[src/rtl/mem_req_ctrl.sv]
// mem_req_ctrl
//   Initiator-side controller for the single-port RAM protocol. It arbitrates
//   round-robin between an instruction-fetch requester (I) and a data
//   requester (D). It drives one RAM request at a time and holds it until the
//   RAM reports ACCESS. A watchdog aborts a grant that never completes.
//
// Ports
//   CLK, nRST              clock (rising edge), async active-low reset
//   iREN/iaddr             instruction read request and word address
//   iwait/iload            I stall flag and read data
//   dREN/dWEN/daddr/dstore data read/write request, address and write data
//   dwait/dload            D stall flag and read data
//   ramREN/ramWEN          RAM read/write enables (never both high)
//   ramaddr/ramstore       RAM address and write data
//   ramload/ramstate       RAM read data and status (FREE/BUSY/ACCESS/ERROR)
//   err                    sticky timeout flag
module mem_req_ctrl #(
  parameter int          TIMEOUT = 64,
  parameter logic [31:0] BADWORD = 32'hBAD1BAD1
) (
  input  logic        CLK,
  input  logic        nRST,
  input  logic        iREN,
  input  logic [31:0] iaddr,
  output logic        iwait,
  output logic [31:0] iload,
  input  logic        dREN,
  input  logic        dWEN,
  input  logic [31:0] daddr,
  input  logic [31:0] dstore,
  output logic        dwait,
  output logic [31:0] dload,
  output logic        ramREN,
  output logic        ramWEN,
  output logic [31:0] ramaddr,
  output logic [31:0] ramstore,
  input  logic [31:0] ramload,
  input  logic [1:0]  ramstate,
  output logic        err
);

  localparam int CW = (TIMEOUT > 2) ? $clog2(TIMEOUT) : 1;
  localparam logic [1:0] ST_ACCESS = 2'd2;

  typedef enum logic [1:0] {IDLE, GNT_I, GNT_D} state_t;

  // last-grant encoding: 0 = I, 1 = D
  localparam logic LAST_I = 1'b0;
  localparam logic LAST_D = 1'b1;

  state_t        state_q, state_d;
  logic          last_q, last_d;
  logic [CW-1:0] cnt_q, cnt_d;
  logic          err_q, err_d;

  logic i_req, d_req, i_act, d_act, access, tmo, i_done, d_done;

  // Outputs are gated by the registered state but follow the request inputs
  // combinationally. A withdrawn request therefore drops off the RAM bus in
  // the same cycle, and an async reset clears the outputs at once.
  always_comb begin
    i_req  = iREN;
    d_req  = dREN | dWEN;
    i_act  = (state_q == GNT_I) & i_req;
    d_act  = (state_q == GNT_D) & d_req;
    access = (ramstate == ST_ACCESS);
    tmo    = (cnt_q == CW'(TIMEOUT - 1));
    i_done = i_act & (access | tmo);
    d_done = d_act & (access | tmo);

    // dWEN wins over dREN so both enables are never driven together
    ramREN   = i_act | (d_act & ~dWEN);
    ramWEN   = d_act & dWEN;
    ramaddr  = i_act ? iaddr : (d_act ? daddr : 32'h0);
    ramstore = d_act ? dstore : 32'h0;

    iwait = i_req & ~i_done;
    dwait = d_req & ~d_done;
    iload = i_done ? (access ? ramload : BADWORD) : 32'h0;
    dload = d_done ? (access ? ramload : BADWORD) : 32'h0;
    err   = err_q;
  end

  always_comb begin
    state_d = state_q;
    last_d  = last_q;
    cnt_d   = cnt_q;
    err_d   = err_q;
    unique case (state_q)
      IDLE: begin
        cnt_d = '0;
        if (i_req && d_req) begin
          state_d = (last_q == LAST_I) ? GNT_D : GNT_I;
          last_d  = (last_q == LAST_I) ? LAST_D : LAST_I;
        end else if (d_req) begin
          state_d = GNT_D;
          last_d  = LAST_D;
        end else if (i_req) begin
          state_d = GNT_I;
          last_d  = LAST_I;
        end
      end
      GNT_I, GNT_D: begin
        // withdrawal, completion or abort all return through IDLE, which
        // also gives the RAM a FREE cycle before the next grant
        if (!(i_act || d_act) || i_done || d_done) begin
          state_d = IDLE;
          cnt_d   = '0;
        end else begin
          cnt_d = cnt_q + CW'(1);
        end
        if ((i_act || d_act) && !access && tmo) err_d = 1'b1;
      end
      default: state_d = IDLE;
    endcase
  end

  always_ff @(posedge CLK or negedge nRST) begin
    if (!nRST) begin
      state_q <= IDLE;
      last_q  <= LAST_I;
      cnt_q   <= '0;
      err_q   <= 1'b0;
    end else begin
      state_q <= state_d;
      last_q  <= last_d;
      cnt_q   <= cnt_d;
      err_q   <= err_d;
    end
  end

endmodule

[config.mk]
export PLATFORM = sky130hd
export DESIGN_NAME = mem_req_ctrl
export DESIGN_NICKNAME = d
export VERILOG_FILES = /design/src/rtl/mem_req_ctrl.sv
export SDC_FILE = /design/constraint.sdc
export NUM_CORES = 1
export LEC_CHECK = 0
export ABC_AREA = 1
export CAP_MARGIN = 25
export CORE_AREA = 2 2 104 106
export CTS_CLUSTER_DIAMETER = 50
export CTS_CLUSTER_SIZE = 16
export DETAILED_ROUTE_END_ITERATION = 16
export DIE_AREA = 0 0 106 108
export PLACE_DENSITY = 0.73
export SETUP_SLACK_MARGIN = 0.3
export SLEW_MARGIN = 20
export SYNTH_ARGS = -nofsm -noshare
export SYNTH_HDL_FRONTEND = slang
export SYNTH_SLANG_ARGS = --single-unit
[constraint.sdc]
create_clock -name CLK -period 1.4 [get_ports CLK]
set_input_delay 0.28 -clock CLK [delete_from_list [all_inputs] [get_ports CLK]]
set_output_delay 0.28 -clock CLK [all_outputs]
set_load 0.03 [all_outputs]
======== After elaboration in Yosys (flattened, before gate mapping) ========
Index checks and enable logic that the tools add are counted.
storage, ports and cells
  bits in registers ....................... 10
  bits of input ports ..................... 135
  output and inout bits ................... 133
cells by class
  add/sub/neg operators ................... 1
  equal/unequal tests ..................... 6
  multiplexer cells ....................... 18
  bitwise logic cells ..................... 14
  reductions and logical operators ........ 15
operator list
  operator                                             count
  two-way mux 32 bit                                   6
  case mux 6 bit (2 select lines)                      1
  two-way mux 2 bit                                    5
  bitwise AND 1 bit                                    8
  adder 6 x 1 -> 6 bit, second input constant          1
  equality test 6 bit, second input constant           1
  two-way mux 6 bit                                    1
  AND reduction 2 bit                                  3
  equality test 2 bit, second input constant           2
  two-way mux 1 bit                                    4
  != test 4 bit, second input constant                 1
  case mux 2 bit (2 select lines)                      1
  logical AND 1 bit                                    3
  logical OR 1 bit                                     3
  inverter 1 bit                                       3
  bitwise OR 1 bit                                     3
  nonzero test 3 bit                                   1
  equality test 2 x 1 -> 1 bit, second input constant  1
  logical NOT 1 bit                                    2
  logical NOT 2 bit                                    1
  != test 2 bit, second input constant                 1
  nonzero test 2 bit                                   1
  OR reduction 2 bit                                   1

======== Longest topological paths before layout ========
  depth after elaboration ................. 8
  gate-level depth with buffers ........... 9
  gate-level depth less buffers ........... 8

======== Least setup slack after synthesis ========
OpenSTA, ideal clock, no wires.
  path kind ............................... flip-flop to output port
  start point ............................. register state_q[1]
  end point ............................... output port ramaddr[17]
  data arrival time ....................... 1.847 ns
  setup slack ............................. -0.727 ns
  cell stages (with the launch flop) ...... 9
  path buffers ............................ 3
  cells stage by stage .................... dfrtp_1 > inv_1 > ha_1 > buf_2 > nand2_2 > buf_4 > buf_4 > nand2_1 > o21ai_0
on the way
  word-level cells in the longest chain between the ends .. 4
  elaborated cells on any way between the ends .. 6
  those cells by class .................... 2 x eq/ne; 2 x mux; 2 x bitwise
RTL lines
  element                 RTL line  source
  from (decl)             51        state_t state_q, state_d;
  from (signal assigned)  125       state_q <= state_d;
  equality test 2 bit     65        d_act = (state_q == GNT_D) & d_req;
  bitwise AND 1 bit       65
  two-way mux 32 bit      74        ramaddr = i_act ? iaddr : (d_act ? daddr : 32'h0);
  two-way mux 32 bit (*)  74
  to (decl)               35        output logic [31:0] ramaddr,
Every way passes the cells marked *; elsewhere a longest branch is shown, timed or not.

======== Final worst setup path ========
  start point ............................. input port ramstate[1]
  end point ............................... output port iload[16]
on the way
  word-level cells in the longest chain between the ends .. 4
  elaborated cells on any way between the ends .. 5
  those cells by class .................... 1 x eq/ne; 2 x mux; 2 x bitwise
RTL lines
  element                  RTL line  source
  from (decl)              38        input logic [1:0] ramstate,
  equality test 2 bit (*)  66        access = (ramstate == ST_ACCESS);
  bitwise OR 1 bit         68        i_done = i_act & (access | tmo);
  bitwise AND 1 bit        68
  two-way mux 32 bit (*)   79        iload = i_done ? (access ? ramload : BADWORD) : 32'h0;
  to (decl)                26        output logic [31:0] iload,
Marked as above.

==> reports/results.ini <==
[clocking]
hold_buffers = 0
cts_buffers = 3
htreeDepth = 1
cts_tree = yes
insertion_delay_ns = 0.23
clk_pin_slew_worst_paths_ns = 0.05
clkSinkCount = 10
cts-root-buf = clkbuf_8
clockBufferDepth = 2

[worst_setup_path]
rrSetupSlack_ns = -0.46
r2r-start = state_q[1]
critPathKind = primary input to output pin
critPathLaunchType = primary input
crit_end = iload[16]
cp_max_fo = 6
cp.required_ns = 1.12
r2r_cells = 12
cp_data_arrival_time_ns = 1.74
worst_setup_path_end_kind = output pin
reg2reg_to = cnt_q[3]
crit_start = ramstate[1]

[timing]
rsz0062_at_grt = yes
setup_slack_ns = -0.621
timing.fmax_mhz = 495
hold_viol_final = 0
worst_slew_pin_slew_ns = 0.475
clock_skew_ns = 0.000886
drv_slew = 0
maxSlewHeadroom_pct = 68.2
setup_violations = 141
period_minus_slack_ns = 2.02
whs_ns = 0.374
min_period_over_period_pct = 144
fin_setup_tns_ns = -75.22

[run_status]
violations = setup timing
outcome = complete, but fails checks

[yosys]
synth.area.top_cells = nor2_1 13%, dfrtp_1 13%, nand2_1 12%, inv_1 12%, nand3_1 9.6%
synth_seq_area_share_pct = 12.9
syn_area_per_cell_um2 = 5.26
synth_xor_area_share_pct = 1.36
synthArstFlopShare_pct = 100
synthMostInstantiatedCell = nor2_1
ys_ff_latch = 10
yosys_most_used_dff = dfrtp_1
synth_common_cells = 68 x nor2_1, 64 x nand2_1, 61 x inv_1, 37 x nand3_1, 30 x o21ai_0
synth_area_um2 = 1940
synth_top_area_share_pct = 13.2
synth_compound_area_share_pct = 23.0
ys_warn_count = 0
synthSimpleGateAreaFrac_pct = 39.4
synth_area_leader_cell = nor2_1
synth_top_family_by_area = simple AND/OR/NAND/NOR gates
muxShareOfSynthArea_pct = 0
synthAdderAreaFrac_pct = 3.23
synth-edff-count = 0
syn_inst = 368
synthesis.nets = 508
yosysUniqueCellTypes = 27

[placement]
placed_cell_area_um2 = 5930
dp_hpwl_um = 10400
port_buffers = 267
place_congestion = 0.860

[min_path]
hold_class = primary input to asynchronous set/reset pin

[floorplanning]
rows = 37
die_x_um = 106
die-area_um2 = 11400
die-height_um = 108
io_pins = 268
start_util_pct = 18.9
core_area_um2 = 10200

[drt]
drt-total-wl_um = 16800
drtIter0Drc = 179
drc = 0
firstDrtPassIters = 4
postRouteAntennaNets = 0
avgRoutedWirePerCell_um = 19.8
viasPerCell = 4.79
vias = 4047

[flow_run]
maxCapViolations = 0

[grt]
grt.total_usage_pct = 23.6
grt_max_degree = 27
antenna_found_initial = 0
grt-ovfl-total = 0
grt_pass1_wl_um = 21600
grt_pass1_vias = 4110

[power]
p_leak_nw = 3.30
cellPowerDensity_nw_per_um2 = 1110
peakVddDrop_uv = 818

[cells_and_area]
nets = 851
drive_above_1_share_pct = 63.8
fillCellCount = 619
syn_to_final_growth_pct = 303
final_cell_area_um2 = 7800
fin_util_pct = 76.2
n_antenna_cell = 0

[worst min path at each step]
stage	slack, ns	from	to	cells after the start
final	0.37	nRST	last_q	1
after floorplan	-0.02	nRST	cnt_q[0]	0
after detailed placement	0.50	err	err	1
after global routing	0.42	nRST	cnt_q[1]	1
after CTS	0.39	nRST	cnt_q[1]	1
after global placement	0.47	err	err	1
[where the power goes]
part / internal (mW) / leakage (nW) / switching [mW] / total, mW
Sequential: 0.343 / 0.134 / 0.0415 / 0.384
Combinational: 3.86 / 3.15 / 4.12 / 7.98
Clock: 0.188 / 0.0216 / 0.107 / 0.294
[routing by layer]
metal	track usage, %	wire length [µm]	vias up
met3	6.45	1460	62
met5	0	0	-
li1	-	-	1839
met2	46.7	9060	250
met4	6.20	677	0
met1	24.4	5550	1896
[worst max-delay path: stages]
cell and delay [ns]:
clkdlybuf4s50_1 0.48, inv_1 0.08, nor2_4 0.14, inv_2 0.07, nand2_4 0.10, nand3_4 0.12, clkbuf_16 0.21, a21oi_4 0.12
buf_6 0.14
[sequential cells by signal, summed over array words and instances (netlist names)]
name / count
cnt_q: 6
state_q: 2
err: 1
last_q: 1
[placed cells by master (no fill, tap or decap), types with 5 or more instances in the layout]
| cell type | n |
|---|---|
| nand3_1 | 24 |
| nand3_2 | 11 |
| clkdlybuf4s50_1 | 131 |
| dfrtp_1 | 10 |
| buf_6 | 147 |
| buf_12 | 23 |
| buf_8 | 5 |
| nor2_1 | 5 |
| inv_1 | 57 |
| a21oi_2 | 10 |
| nand2_1 | 20 |
| a21oi_4 | 29 |
| buf_4 | 37 |
| nand2_2 | 36 |
| o21ai_4 | 34 |
| buf_16 | 11 |
| clkbuf_16 | 6 |
| inv_2 | 6 |
| nor2_4 | 63 |
| nand2_4 | 11 |
[cell families (layout without fill, tap and decap cells)]
family | Yosys count | count (layout)
AND/OR/NAND/NOR | 179 | 181
buffers and inverters | 93 | 432
AO/OA/AOI/OAI | 78 | 78
flip-flops | 10 | 10
adder cells (fa/ha/maj) | 5 | 5
XOR/XNOR | 3 | 3
[repair_timing]
action | in CTS | in global routing
pin swaps | 24 | 41
buffers inserted | 18 | 9
gates resized for setup | 211 | 102
gates cloned | 7 | 7
endpoints found under the setup margin | 143 | 142
[stage by stage]
stage / setup WS (ns) / instances / power [mW]
6_report: -0.621 / 845 / 8.66
5_1_grt: -0.683 / 845 / 8.98
4_1_cts: -0.579 / 829 / 7.68
3_5_place_dp: -0.603 / 801 / 5.88
3_3_place_gp: -0.602 / 801 / 5.83
2_1_floorplan: -0.306 / 368 / 3.76
[final cells by class]
cell class	instances	area [µm²]	area share, %
multi-input combinational	267	2830	36.2
inverter	65	249	3.19
timing repair buffer	364	4260	54.7
clock buffer	3	41.3	0.529
sequential	10	250	3.21
tap	136	170	2.18
Power figures use the tool's default switching activity.
